===== src/rtl/seq_divider.sv =====
// seq_divider: multi-cycle signed integer divider (restoring shift-subtract).
// Produces quotient (truncated toward zero) and remainder (sign of dividend)
// WIDTH+1 edges after the start edge; divide-by-zero answers on the start edge.
module seq_divider #(
  parameter int unsigned WIDTH = 32
) (
  input  logic             clock,
  input  logic             reset,
  input  logic             ctrl_DIV,
  input  logic [WIDTH-1:0] data_operandA,
  input  logic [WIDTH-1:0] data_operandB,
  output logic [WIDTH-1:0] data_result,
  output logic [WIDTH-1:0] data_remainder,
  output logic             data_exception,
  output logic             data_resultRDY,
  output logic             busy
);

  localparam int unsigned CW = $clog2(WIDTH) + 1;
  localparam logic [WIDTH-1:0] MIN_NEG = {1'b1, {(WIDTH-1){1'b0}}};

  typedef enum logic [1:0] {
    IDLE,
    RUN,
    FIX,
    DONE
  } divState_e;

  divState_e        state;
  logic [CW-1:0]    iterCount;
  logic [WIDTH-1:0] partRem;
  logic [WIDTH-1:0] quotReg;
  logic [WIDTH-1:0] divMag;
  logic             signQ;
  logic             signR;
  logic             ovfPending;

  logic [WIDTH-1:0] magA;
  logic [WIDTH-1:0] magB;
  logic             isOverflowPair;
  logic [WIDTH:0]   shifted;
  logic [WIDTH+1:0] trialDiff;
  logic             trialOk;
  logic [WIDTH-1:0] negQuot;
  logic [WIDTH-1:0] negRem;

  // Operand magnitudes and one restoring iteration step.
  // The partial remainder is always below |B| <= 2^(WIDTH-1), so it is kept
  // WIDTH bits wide; only the shifted trial value needs the extra bit.
  always_comb begin
    magA           = data_operandA[WIDTH-1] ? -data_operandA : data_operandA;
    magB           = data_operandB[WIDTH-1] ? -data_operandB : data_operandB;
    isOverflowPair = (data_operandA == MIN_NEG) && (&data_operandB);
    shifted        = {partRem, quotReg[WIDTH-1]};
    trialDiff      = {1'b0, shifted} - {2'b00, divMag};
    trialOk        = ~trialDiff[WIDTH+1];
    negQuot        = -quotReg;
    negRem         = -partRem;
  end

  // Control FSM with datapath registers and registered outputs.
  always_ff @(posedge clock or posedge reset) begin
    if (reset) begin
      state          <= IDLE;
      iterCount      <= '0;
      partRem        <= '0;
      quotReg        <= '0;
      divMag         <= '0;
      signQ          <= 1'b0;
      signR          <= 1'b0;
      ovfPending     <= 1'b0;
      data_result    <= '0;
      data_remainder <= '0;
      data_exception <= 1'b0;
      data_resultRDY <= 1'b0;
      busy           <= 1'b0;
    end else begin
      data_resultRDY <= 1'b0;
      case (state)
        IDLE: begin
          if (ctrl_DIV) begin
            quotReg   <= magA;
            divMag    <= magB;
            signQ     <= data_operandA[WIDTH-1] ^ data_operandB[WIDTH-1];
            signR     <= data_operandA[WIDTH-1];
            partRem   <= '0;
            iterCount <= '0;
            busy      <= 1'b1;
            if (data_operandB == '0) begin
              state          <= DONE;
              ovfPending     <= 1'b0;
              data_result    <= '0;
              data_remainder <= data_operandA;
              data_exception <= 1'b1;
              data_resultRDY <= 1'b1;
            end else begin
              state      <= RUN;
              ovfPending <= isOverflowPair;
            end
          end
        end
        RUN: begin
          partRem   <= trialOk ? trialDiff[WIDTH-1:0] : shifted[WIDTH-1:0];
          quotReg   <= {quotReg[WIDTH-2:0], trialOk};
          iterCount <= iterCount + 1'b1;
          if (iterCount == CW'(WIDTH - 1)) begin
            state <= FIX;
          end
        end
        FIX: begin
          data_result    <= signQ ? negQuot : quotReg;
          data_remainder <= signR ? negRem : partRem;
          data_exception <= ovfPending;
          data_resultRDY <= 1'b1;
          state          <= DONE;
        end
        DONE: begin
          busy  <= 1'b0;
          state <= IDLE;
        end
        default: begin
          busy  <= 1'b0;
          state <= IDLE;
        end
      endcase
    end
  end

endmodule


===== config.mk =====
export PLATFORM = sky130hd
export DESIGN_NAME = seq_divider
export DESIGN_NICKNAME = d
export VERILOG_FILES = /design/src/rtl/seq_divider.sv
export SDC_FILE = /design/constraint.sdc
export NUM_CORES = 1
export LEC_CHECK = 0
export BUFFER_PORTS_ARGS = -buffer_cell sky130_fd_sc_hd__buf_2
export CAP_MARGIN = 0
export CORE_MARGIN = 5
export CORE_UTILIZATION = 30
export DETAILED_ROUTE_END_ITERATION = 16
export GPL_TIMING_DRIVEN = 1
export PLACE_DENSITY_LB_ADDON = 0.3
export SYNTH_ARGS = -nofsm -noshare
export SYNTH_HDL_FRONTEND = slang
export SYNTH_SLANG_ARGS = --single-unit
export TNS_END_PERCENT = 10

===== constraint.sdc =====
create_clock -name clock -period 9 [get_ports clock]
set_input_delay 0.45 -clock clock [delete_from_list [all_inputs] [get_ports clock]]
set_output_delay 0.45 -clock clock [all_outputs]
set_load 0.01 [all_outputs]

==> summary.log <==
qor: clock_tree.number_of_sinks_on_the_clock_net 174
qor: floorplanning.io_pins 134
qor: clock_tree.skew_pair_late_insertion_delay 0.45 ns
qor: clock_tree.worst_setup_hold_path_clk_slew 0.08 ns
qor: timing.timing.fmax 0.280 GHz
qor: finish.syn2layout_area_growth 14.8%
qor: critical_path.critPathArrivalTime 3.93 ns
qor: critical_path.timing.critical_path.from partRem[2]
qor: floorplanning.start_util 30.2%
qor: logic_synthesis.yosys.area.top_type_share 37.5%
qor: finish.fin_nets 1552
qor: clock_tree.numCtsBuffers 17
qor: floorplanning.floorplan.rows 72
qor: pwr.power-per-cell-area 389 nW/µm²
qor: finish.final-seq-area 4350 µm²
qor: clock_tree.cts_tree yes
qor: timing.worstMarginPinSlew 1.14 ns
qor: floorplanning.chipHeight 207 µm
qor: logic_synthesis.synth_area 11600 µm²
qor: finish.insertedDiodeCount 0
qor: floorplanning.die_width 207 µm
qor: clock_tree.cts_hold_repair.buffers 0
qor: routing.totalWireLength 34.7 mm
qor: routing.dr_pass1_iterations 5
qor: critical_path.worstRegToRegCells 10
qor: logic_synthesis.synthTopCellsByCount sky130_fd_sc_hd__nand2_1, sky130_fd_sc_hd__o21ai_0, sky130_fd_sc_hd__dfrtp_1, sky130_fd_sc_hd__xor2_1, sky130_fd_sc_hd__clkbuf_1
qor: critical_path.cp-end-kind flip-flop
qor: routing.antenna_left 0
qor: finish.stdcell_area 13300 µm²
qor: critical_path.endpoint partRem[21]
qor: timing.fin_worst_skew 0.0153 ns
qor: outcome.outcome finished clean
qor: logic_synthesis.synth_area_in_simple_gates 15.5%
qor: timing.grt_setup_unrepaired false
qor: logic_synthesis.synth_edf_count 0
qor: logic_synthesis.post_synth_mux_area_share 2.93%
qor: critical_path.timing.setup.critical_path_class reg -> reg
qor: clock_tree.post_cts.repair.setup_buffers 0
qor: clock_tree.htreeDepth 4
qor: finish.fillCellCount 4094
qor: logic_synthesis.synth_flop_cell sky130_fd_sc_hd__dfrtp_1
qor: routing.detailedRoute.firstIterationViolations 570
qor: critical_path.timing.rr.start partRem[2]
qor: global_routing.grt_util_all_layers 15.9%
qor: clock_tree.cts_repair_resize_count 0
qor: logic_synthesis.post-synth-top-count-cell sky130_fd_sc_hd__nand2_1
qor: timing.slew_violations 0
qor: pwr.ir_drop 145 µV
qor: floorplanning.die-area 42700 µm²
qor: logic_synthesis.synth_compound_area_share 24.1%
qor: logic_synthesis.post_synth.cell_area_avg 8.56 µm²
qor: logic_synthesis.count_of_mapped_cells_out_of_synthesis 1355
qor: place.io_buffer_count 133
qor: timing.number_of_failing_hold_endpoints_at_the_final_stage 0
qor: place.postPlaceCellArea 12700 µm²
qor: timing.fin_tns_setup 0 ns
qor: clock_tree.cts-root-to-sink-buffers 2
qor: routing.vias_post_dr 10100
qor: floorplanning.core 38500 µm²
qor: routing.routed_via_density 5.10
qor: logic_synthesis.netlist_top_cells_area sky130_fd_sc_hd__dfrtp_1, sky130_fd_sc_hd__xor2_1, sky130_fd_sc_hd__o21ai_0
qor: logic_synthesis.portion_of_the_post_synthesis_area_used_by_sequential_elements 37.5%
qor: finish.multi_input_comb_area 6800 µm²
qor: critical_path.setup.reg_to_reg.worst_slack 5.43 ns
qor: logic_synthesis.synth.lib_cells_used.distinct 59
qor: timing.period_share 39.7%
qor: logic_synthesis.adder_cell_fraction_of_synth_area 4.70%
qor: logic_synthesis.synthXorXnorAreaFrac 11.1%
qor: place.hpwl 26.4 mm
qor: finish.drive_above_1_share 13.1%
qor: timing.maxSlewHeadroom 23.6%
qor: critical_path.critPathMaxFanout 25
qor: logic_synthesis.proportion_of_synthesized_flip_flops_having_asynchronous_set_or_reset 100%
qor: global_routing.grt_start_max_net_pins 107
qor: global_routing.grt_antenna_before_repair 2
qor: critical_path.critical_path.reg2reg.endpoint partRem[21]
qor: global_routing.global_route_overflow 0
qor: logic_synthesis.synth_warnings 0
qor: pwr.power.static_leakage 5.94 nW
qor: place.routabilityCongestion 0.868
qor: worst_hold_path.hold_path_class in -> async
qor: routing.post-route-drc-count 0
qor: clock_tree.root_buffer sky130_fd_sc_hd__clkbuf_16
qor: critical_path.crit_path_start_kind flip-flop
qor: job.drv.max_cap_violation_count 0
qor: global_routing.grt_pass1_vias 9633
qor: logic_synthesis.ys_ff_latch 174
qor: logic_synthesis.mappedNetlistNets 1465
qor: timing.final_critical_path_required_period 3.57 ns
qor: routing.wl_per_cell 17.6 µm
qor: timing.setup_viol_count_final 0
qor: global_routing.grt_first_pass_wirelength 53.5 mm
qor: logic_synthesis.synth_top_family_by_area compound AO/OA/AOI/OAI gates
qor: logic_synthesis.synth_top_cell_by_area sky130_fd_sc_hd__dfrtp_1
qor: critical_path.critPathRequiredTime 9.36 ns
## critical path, cell delays in order (launching register included)
cell	delay, ns
sky130_fd_sc_hd__dfrtp_1	0.47
sky130_fd_sc_hd__ha_1	0.38
sky130_fd_sc_hd__o21a_1	0.14
sky130_fd_sc_hd__o31a_1	0.25
sky130_fd_sc_hd__o311a_1	0.22
sky130_fd_sc_hd__a221oi_1	0.09
sky130_fd_sc_hd__buf_4	0.18
sky130_fd_sc_hd__o21ai_0	0.40
sky130_fd_sc_hd__a21bo_2	0.73
sky130_fd_sc_hd__nand2_1	0.34
sky130_fd_sc_hd__o21ai_0	0.25
## layer usage
layer / global-route usage (%) / share of wire (%)
met5: 0 / 0.038
met4: 4.11 / 1.9
met3: 2.53 / 4.4
met2: 25.7 / 46
met1: 22.2 / 48
## how the worst min path moves through the flow
stage	slack, ns	endpoint	start	cells past startpoint
floorplan	0.45	divMag[10]	divMag[10]	2
global placement	0.46	data_result[18]	data_result[18]	2
detailed placement	0.46	data_result[20]	data_result[20]	2
CTS	0.24	data_result[22]	reset	2
global route	0.28	data_result[23]	reset	2
finish	0.17	data_result[22]	reset	2
## state kept, by name (all words and copies together), names as in the netlist
signal,flops
data_exception,1
state,2
busy,1
ovfPending,1
data_result,32
divMag,32
quotReg,32
iterCount,6
signR,1
data_remainder,32
data_resultRDY,1
signQ,1
partRem,32
## logic make-up (layout without fill, tap and decap cells)
kind of cell	count (synthesis)	in the layout
AO/OA/AOI/OAI	446	446
AND/OR/NAND/NOR	384	384
flip-flops	174	174
XOR/XNOR	147	147
buffers and inverters	127	227
adder cells (fa/ha/maj)	43	43
multiplexers	34	34
## stage by stage
stage / utilization [%] / worst slack (ns) / cells / total power [mW] / hold WS (ns)
finish: 34.6 / 5.43 / 1973 / 5.18 / 0.168
global route: 34.6 / 5.13 / 1973 / 5.64 / 0.280
CTS: 34.6 / 5.45 / 1973 / 5.20 / 0.238
detailed placement: 33.1 / 5.41 / 1941 / 4.44 / 0.462
global placement: 33.1 / 5.45 / 1941 / 4.41 / 0.457
floorplan: - / 3.83 / 1355 / 3.59 / 0.450
## power by group
part           internal (mW)  switching [mW]
combinational           1.18            1.77
sequential              1.11           0.369
clock                  0.392           0.362
## layout by cell type (no fill, tap or decap), drive strengths merged, types with 15 or more instances in the layout
cell    instances
a21o           24
a21oi          47
a22oi          26
buf           142
clkbuf         18
dfrtp         174
ha             42
inv            59
mux2i          34
nand2         200
nand2b         15
nand3          22
nand4          19
nor2           47
nor3           17
o21ai         193
o31ai          64
o41ai          18
or4            19
xnor2          37
xor2          110
## cell type report
type	instances	share of cell area, %
tap	518	4.87
clock buffer	18	3.22
multi-input combinational	1054	51.0
timing repair buffer	142	5.51
inverter	53	1.53
clock inverter	14	1.13
sequential	174	32.7
(Power assumes the default switching activity.)
